$ cat src/rtl/alu_rs_if.sv
// Dispatch, CDB and issue signals between the decoder, the ALU reservation
// station and the ALU execute unit.
interface alu_rs_if #(
  parameter int unsigned DATA_W = 32,
  parameter int unsigned TAG_W  = 4,
  parameter int unsigned OP_W   = 6
);
  localparam int unsigned ROB_W = TAG_W - 1;
  localparam int unsigned PKT_W = ROB_W + 2 * (TAG_W + DATA_W) + OP_W;

  logic              aluEnable;
  logic [PKT_W-1:0]  aluData;
  logic              rsFull;
  logic              flush;
  logic              cdbEnable;
  logic [ROB_W-1:0]  cdbTag;
  logic [DATA_W-1:0] cdbData;
  logic              issueEnable;
  logic [OP_W-1:0]   issueOp;
  logic [DATA_W-1:0] issueData1;
  logic [DATA_W-1:0] issueData2;
  logic [ROB_W-1:0]  issueDest;

  // Decoder/CDB/ALU side
  modport master (
    output aluEnable, aluData, flush, cdbEnable, cdbTag, cdbData,
    input  rsFull, issueEnable, issueOp, issueData1, issueData2, issueDest
  );

  // Reservation station side
  modport slave (
    input  aluEnable, aluData, flush, cdbEnable, cdbTag, cdbData,
    output rsFull, issueEnable, issueOp, issueData1, issueData2, issueDest
  );
endinterface

$ cat src/rtl/alu_reservation_station.sv
// ALU reservation station: holds dispatched ALU ops until both operands are
// available (captured at dispatch or snooped from the CDB), then issues the
// lowest-index ready entry, one per cycle.
module alu_reservation_station #(
  parameter int unsigned DEPTH  = 8,
  parameter int unsigned DATA_W = 32,
  parameter int unsigned TAG_W  = 4,
  parameter int unsigned OP_W   = 6
) (
  input logic     clk,
  input logic     rst,
  alu_rs_if.slave rs
);
  localparam int unsigned ROB_W = TAG_W - 1;
  localparam int unsigned IDX_W = (DEPTH > 1) ? $clog2(DEPTH) : 1;
  localparam int unsigned CNT_W = $clog2(DEPTH + 1);

  typedef struct packed {
    logic [ROB_W-1:0]  dest;
    logic [TAG_W-1:0]  tag2;
    logic [DATA_W-1:0] data2;
    logic [TAG_W-1:0]  tag1;
    logic [DATA_W-1:0] data1;
    logic [OP_W-1:0]   op;
  } pkt_t;

  typedef struct packed {
    logic [OP_W-1:0]   op;
    logic [ROB_W-1:0]  dest;
    logic [TAG_W-1:0]  tag1;
    logic [DATA_W-1:0] data1;
    logic [TAG_W-1:0]  tag2;
    logic [DATA_W-1:0] data2;
  } entry_t;

  logic [DEPTH-1:0]  valid_q, valid_d;
  entry_t            entry_q [DEPTH];
  entry_t            entry_d [DEPTH];
  logic              issue_en_q, issue_en_d;
  logic [OP_W-1:0]   issue_op_q, issue_op_d;
  logic [DATA_W-1:0] issue_data1_q, issue_data1_d;
  logic [DATA_W-1:0] issue_data2_q, issue_data2_d;
  logic [ROB_W-1:0]  issue_dest_q, issue_dest_d;

  logic [CNT_W-1:0]  count_c;
  logic              rs_full_c;
  logic              free_found_c;
  logic [IDX_W-1:0]  free_idx_c;
  logic              ready_found_c;
  logic [IDX_W-1:0]  ready_idx_c;
  pkt_t              pkt_c;
  entry_t            new_entry_c;

  assign pkt_c = pkt_t'(rs.aluData);

  // Occupancy count plus lowest free slot and lowest ready slot, all from stored state
  always_comb begin
    count_c       = '0;
    free_found_c  = 1'b0;
    free_idx_c    = '0;
    ready_found_c = 1'b0;
    ready_idx_c   = '0;
    for (int i = 0; i < int'(DEPTH); i++) begin
      count_c = count_c + CNT_W'(valid_q[i]);
      if (!valid_q[i] && !free_found_c) begin
        free_found_c = 1'b1;
        free_idx_c   = IDX_W'(i);
      end
      if (valid_q[i] && entry_q[i].tag1[TAG_W-1] && entry_q[i].tag2[TAG_W-1]
          && !ready_found_c) begin
        ready_found_c = 1'b1;
        ready_idx_c   = IDX_W'(i);
      end
    end
    rs_full_c = (count_c == CNT_W'(DEPTH));
  end

  assign rs.rsFull = rs_full_c;

  // Incoming entry, with same-edge CDB results forwarded into pending operands
  always_comb begin
    new_entry_c.op    = pkt_c.op;
    new_entry_c.dest  = pkt_c.dest;
    new_entry_c.tag1  = pkt_c.tag1;
    new_entry_c.data1 = pkt_c.data1;
    new_entry_c.tag2  = pkt_c.tag2;
    new_entry_c.data2 = pkt_c.data2;
    if (rs.cdbEnable && !pkt_c.tag1[TAG_W-1] && (pkt_c.tag1[ROB_W-1:0] == rs.cdbTag)) begin
      new_entry_c.data1           = rs.cdbData;
      new_entry_c.tag1[TAG_W-1]   = 1'b1;
    end
    if (rs.cdbEnable && !pkt_c.tag2[TAG_W-1] && (pkt_c.tag2[ROB_W-1:0] == rs.cdbTag)) begin
      new_entry_c.data2           = rs.cdbData;
      new_entry_c.tag2[TAG_W-1]   = 1'b1;
    end
  end

  // Next state: flush wins; otherwise issue, CDB wakeup and allocation in parallel
  always_comb begin
    valid_d       = valid_q;
    entry_d       = entry_q;
    issue_en_d    = 1'b0;
    issue_op_d    = issue_op_q;
    issue_data1_d = issue_data1_q;
    issue_data2_d = issue_data2_q;
    issue_dest_d  = issue_dest_q;
    if (rs.flush) begin
      valid_d = '0;
    end else begin
      if (ready_found_c) begin
        issue_en_d             = 1'b1;
        issue_op_d             = entry_q[ready_idx_c].op;
        issue_data1_d          = entry_q[ready_idx_c].data1;
        issue_data2_d          = entry_q[ready_idx_c].data2;
        issue_dest_d           = entry_q[ready_idx_c].dest;
        valid_d[ready_idx_c]   = 1'b0;
      end
      if (rs.cdbEnable) begin
        for (int i = 0; i < int'(DEPTH); i++) begin
          if (valid_q[i] && !entry_q[i].tag1[TAG_W-1]
              && (entry_q[i].tag1[ROB_W-1:0] == rs.cdbTag)) begin
            entry_d[i].data1         = rs.cdbData;
            entry_d[i].tag1[TAG_W-1] = 1'b1;
          end
          if (valid_q[i] && !entry_q[i].tag2[TAG_W-1]
              && (entry_q[i].tag2[ROB_W-1:0] == rs.cdbTag)) begin
            entry_d[i].data2         = rs.cdbData;
            entry_d[i].tag2[TAG_W-1] = 1'b1;
          end
        end
      end
      if (rs.aluEnable && !rs_full_c && free_found_c) begin
        entry_d[free_idx_c] = new_entry_c;
        valid_d[free_idx_c] = 1'b1;
      end
    end
  end

  // State and issue registers
  always_ff @(posedge clk or posedge rst) begin
    if (rst) begin
      valid_q       <= '0;
      entry_q       <= '{default: '0};
      issue_en_q    <= 1'b0;
      issue_op_q    <= '0;
      issue_data1_q <= '0;
      issue_data2_q <= '0;
      issue_dest_q  <= '0;
    end else begin
      valid_q       <= valid_d;
      entry_q       <= entry_d;
      issue_en_q    <= issue_en_d;
      issue_op_q    <= issue_op_d;
      issue_data1_q <= issue_data1_d;
      issue_data2_q <= issue_data2_d;
      issue_dest_q  <= issue_dest_d;
    end
  end

  assign rs.issueEnable = issue_en_q;
  assign rs.issueOp     = issue_op_q;
  assign rs.issueData1  = issue_data1_q;
  assign rs.issueData2  = issue_data2_q;
  assign rs.issueDest   = issue_dest_q;
endmodule

$ cat src/flat_wrapper.sv
// flat-port wrapper written by rule: the top's interface ports become plain ports
module alu_reservation_station_flat 
#(
  parameter int unsigned DEPTH  = 8,
  parameter int unsigned DATA_W = 32,
  parameter int unsigned TAG_W  = 4,
  parameter int unsigned OP_W   = 6
)
  (clk, rst, rs_aluEnable, rs_aluData, rs_flush, rs_cdbEnable, rs_cdbTag, rs_cdbData, rs_rsFull, rs_issueEnable, rs_issueOp, rs_issueData1, rs_issueData2, rs_issueDest);
  alu_rs_if #(.DATA_W(DATA_W), .TAG_W(TAG_W), .OP_W(OP_W)) rs_i ();
  input logic clk;
  input logic rst;
  input wire logic [$bits(rs_i.aluEnable)-1:0] rs_aluEnable;
  input wire logic [$bits(rs_i.aluData)-1:0] rs_aluData;
  input wire logic [$bits(rs_i.flush)-1:0] rs_flush;
  input wire logic [$bits(rs_i.cdbEnable)-1:0] rs_cdbEnable;
  input wire logic [$bits(rs_i.cdbTag)-1:0] rs_cdbTag;
  input wire logic [$bits(rs_i.cdbData)-1:0] rs_cdbData;
  output wire logic [$bits(rs_i.rsFull)-1:0] rs_rsFull;
  output wire logic [$bits(rs_i.issueEnable)-1:0] rs_issueEnable;
  output wire logic [$bits(rs_i.issueOp)-1:0] rs_issueOp;
  output wire logic [$bits(rs_i.issueData1)-1:0] rs_issueData1;
  output wire logic [$bits(rs_i.issueData2)-1:0] rs_issueData2;
  output wire logic [$bits(rs_i.issueDest)-1:0] rs_issueDest;
  assign rs_i.aluEnable = rs_aluEnable;
  assign rs_i.aluData = rs_aluData;
  assign rs_i.flush = rs_flush;
  assign rs_i.cdbEnable = rs_cdbEnable;
  assign rs_i.cdbTag = rs_cdbTag;
  assign rs_i.cdbData = rs_cdbData;
  assign rs_rsFull = rs_i.rsFull;
  assign rs_issueEnable = rs_i.issueEnable;
  assign rs_issueOp = rs_i.issueOp;
  assign rs_issueData1 = rs_i.issueData1;
  assign rs_issueData2 = rs_i.issueData2;
  assign rs_issueDest = rs_i.issueDest;
  alu_reservation_station #(.DEPTH(DEPTH), .DATA_W(DATA_W), .TAG_W(TAG_W), .OP_W(OP_W)) u_core (.clk(clk), .rst(rst), .rs(rs_i));
endmodule
$ cat config.mk
export PLATFORM = sky130hd
export DESIGN_NAME = alu_reservation_station_flat
export DESIGN_NICKNAME = d
export VERILOG_FILES = /design/src/rtl/alu_rs_if.sv /design/src/rtl/alu_reservation_station.sv /design/src/flat_wrapper.sv
export SDC_FILE = /design/constraint.sdc
export NUM_CORES = 2
export LEC_CHECK = 0
export CAP_MARGIN = 30
export CORE_MARGIN = 4
export CORE_UTILIZATION = 46
export DETAILED_ROUTE_END_ITERATION = 6
export MAX_ROUTING_LAYER = met4
export REMOVE_ABC_BUFFERS = 1
export SYNTH_ARGS = -nofsm -noshare
export SYNTH_HDL_FRONTEND = slang
export SYNTH_SLANG_ARGS = --single-unit
$ cat constraint.sdc
create_clock -name clk -period 82.2 [get_ports clk]
set_clock_uncertainty 0.1 [all_clocks]
set_input_delay 16.44 -clock clk [delete_from_list [all_inputs] [get_ports clk]]
set_output_delay 16.44 -clock clk [all_outputs]
set_load 0.01 [all_outputs]
==> flow_summary_export.csv <==
group,metric,value,unit
route,remaining_drc_errors,0,
sta,rsz0062_at_grt,"false",
grt,antenna_found_initial,1,
power_and_ir_drop,p_comb_share,18.6,%
clocking,cts.clk_slew.worst_paths,0.06,ns
floorplan,row_count,104,
synth,ys_seq_area_share,49.0,%
placed_design,placed_cells,4464,
synth,synth_area_leaders,"dfrtp_1 (49%), mux2i_1 (9.5%), o22a_1 (8.8%)",
finish,area_growth,15.3,%
worst_setup_path,critPathRequiredTime,65.66,ns
clocking,post_cts_buffers,0,
clocking,cts_buffers,83,
route,wl,132,mm
synth,synth_area_per_cell,10.7,sq um
worst_setup_path,cp-start-kind,"flip-flop",
sta,max_slew_margin,20.9,%
synth,synthAdderAreaFrac,0.383,%
synth,synth-edff-count,0,
synth,synth.most_common_cell,"dfrtp_1",
finish,multi_input_area,17500,sq um
grt,grt_pass1_wl,198,mm
min_path,hp-class,"flip-flop to flip-flop",
synth,synth_top_family_by_area,"compound AO/OA/AOI/OAI gates",
synth,synthTopCellsByCount,"dfrtp_1 (730), o22a_1 (376), nor2_1 (373)",
placed_design,dp.final_hpwl,71.8,mm
route,dr.pass1.iters,6,
clocking,clk_latency,0.64,ns
sta,final_hold_viol_count,0,
floorplan,core-area,80400,sq um
finish,drive_gt1_share,12.8,%
job,max_cap_violations,0,
synth,synth_compound_area_share,24.3,%
power_and_ir_drop,ir_worst_vdd,0.0143,mV
synth,muxShareOfSynthArea,13.3,%
power_and_ir_drop,p_sw,0.000284,W
clocking,cts_resized,0,
sta,setup_viol,0,
placed_design,place_congestion,0.939,
grt,grt_max_degree,190,
finish,finalNetCount,3622,
floorplan,die_x,293,um
clocking,root_buffer,"clkbuf_16",
power_and_ir_drop,seq_power_share,44.0,%
sta,drv_slew,0,
worst_setup_path,crit_type,"flip-flop to output pin",
sta,fmax,47.4,MHz
placed_design,port-buffer-count,195,
route,first_iter_violations,3090,
synth,async_flop_share,100,%
sta,fin_setup_tns,0,ns
clocking,cts_tree,"done",
sta,min_period,21.09,ns
grt,grt_usage,30.9,%
worst_setup_path,endpoint_kind,"output pin",
synth,synth_cell_types,66,
power_and_ir_drop,p_int,0.000746,W
power_and_ir_drop,powerDensity,24.0,nW/um^2
grt,grt_overflow_total,0,
synth,synth_simple_gate_area_share,6.94,%
synth,synthFlopType,"dfrtp_1",
synth,ys_warn_count,0,
power_and_ir_drop,power_leakage,17.8,nW
grt,grt_pass1_vias,31600,
clocking,cts_buffer_depth,3,
status,status,"finished clean",
route,vias,30700,
power_and_ir_drop,clock_power_share,37.4,%
clocking,hold_buffers,0,
synth,yosysTopAreaCell,"dfrtp_1",
route,detail_route.wl_per_cell,28.6,um
clocking,htreeDepth,3,
synth,ys_ff_latch,730,
finish,fillers,6977,
finish,final_area,43000,sq um
synth,synth_top_area_share,49.0,%
finish,seqCellArea,18300,sq um
finish,diodes,0,
sta,worst_slew_pin_slew,1.19,ns
sta,fin_crit_sh,25.7,%
floorplan,ioPinCount,196,
route,ant_nets,0,
clocking,clock_sinks,730,
worst_setup_path,cp_max_fo,7,
floorplan,initial_utilization,46.4,%
finish,finalNonFillerCells,4622,
synth,synth_xor_area_share,1.27,%
route,viasPerCell,6.64,
placed_design,placed_cell_area,40100,sq um
power_and_ir_drop,p_sw_share,27.6,%
worst_setup_path,arrival,4.55,ns
floorplan,dieArea,85700,sq um
floorplan,die_h,293,um
synth,synthCells,3478,
worst_setup_path,reg2regPathDepth,16,
synth,syn_area,37300,sq um
min_path,hold_depth,2,
==> cell type report <==
cell class / count / area share, %
Inverter: 19 / 0.183
Sequential cell: 730 / 42.5
Clock inverter: 32 / 0.754
Multi-Input combinational cell: 2351 / 40.6
Tap cell: 1060 / 3.09
Clock buffer: 123 / 5.86
Timing Repair Buffer: 307 / 7.00
==> logic make-up after synthesis <==
| logic type | count (synthesis) |
|---|---|
| compound gates | 1213 |
| flops | 730 |
| simple gates | 599 |
| mux | 476 |
| buf+inv | 397 |
| xor+xnor | 54 |
| fa+ha+maj | 9 |
==> layer usage <==
metal / global-route usage (%) / part of all wire (%) / vias to the layer above
met5: - / 0 / -
met3: 5.85 / 8.4 / 385
li1: - / - / 13000
met2: 48.1 / 47 / 1640
met4: 12.2 / 4.3 / 0
met1: 40.1 / 40 / 15700
==> stage by stage <==
| stage | worst slack [ns] | hold WS (ns) | util [%] | power (W) |
|---|---|---|---|---|
| floorplan | 45.18 | 0.349 | - | 0.000574 |
| global placement | 61.82 | 0.360 | 49.6 | 0.000642 |
| detailed placement | 61.69 | 0.369 | 49.8 | 0.000650 |
| CTS | 61.13 | 0.382 | 53.3 | 0.00104 |
| global route | 60.93 | 0.391 | 53.4 | 0.00107 |
| finish | 61.11 | 0.376 | 53.4 | 0.00103 |
==> path summary, 6_finish.rpt <==
check                                               startpoint                          endpoint  slack, ns
worst min register to register  u_core.entry_q[83]$_DFFE_PP0N_    u_core.entry_q[83]$_DFFE_PP0N_       0.38
worst max-delay path               u_core.valid_q[1]$_DFF_PP0_                         rs_rsFull      61.11
min in group asynchronous                                  rst  u_core.rs.issueOp[4]$_DFFE_PP0P_      16.24
worst min-delay path            u_core.entry_q[83]$_DFFE_PP0N_    u_core.entry_q[83]$_DFFE_PP0N_       0.38
max in group asynchronous                                  rst   u_core.entry_q[121]$_DFFE_PP0N_      63.28
worst max register to register     u_core.valid_q[1]$_DFF_PP0_   u_core.entry_q[603]$_DFFE_PP0N_      76.12
==> placed cells by master, fill, tap and decap left out, types with 96 or more instances in the layout <==
cell,n
dfrtp_1,730
o22a_1,376
nor2_1,364
mux2i_1,354
a21oi_1,274
clkdlybuf4s50_1,194
o21ai_0,128
a2bb2oi_1,128
nand2_1,119
buf_4,99
mux2_2,96
==> power by group through the flow <==
stage                     Clock, W  Combinational (W)  Sequential, W
after global routing      0.000405           0.000207       0.000459
after global placement           0           0.000186       0.000456
after detailed placement         0           0.000192       0.000458
after floorplan                  0           0.000120       0.000454
after CTS                 0.000391           0.000192       0.000452
final                     0.000385           0.000192       0.000453
==> sequential cells by signal, indices dropped and copies added, names as in the netlist <==
signal,cells
u_core.rs.issueData1,32
u_core.rs.issueEnable,1
u_core.valid_q,8
u_core.rs.issueDest,3
u_core.rs.issueData2,32
u_core.entry_q,648
u_core.rs.issueOp,6
==> worst max-delay path, cell delays in order, from the launching register on <==
cell and delay [ns]:
dfrtp_1 0.46, inv_1 0.07, ha_1 0.31, fa_1 0.52
fa_1 0.41, inv_1 0.08, fa_1 0.24, inv_1 0.09
fa_1 0.57, nand4bb_2 0.21, nor2_1 0.33, clkdlybuf4s50_1 0.61
No activity file was read; power rests on OpenSTA's default activity.
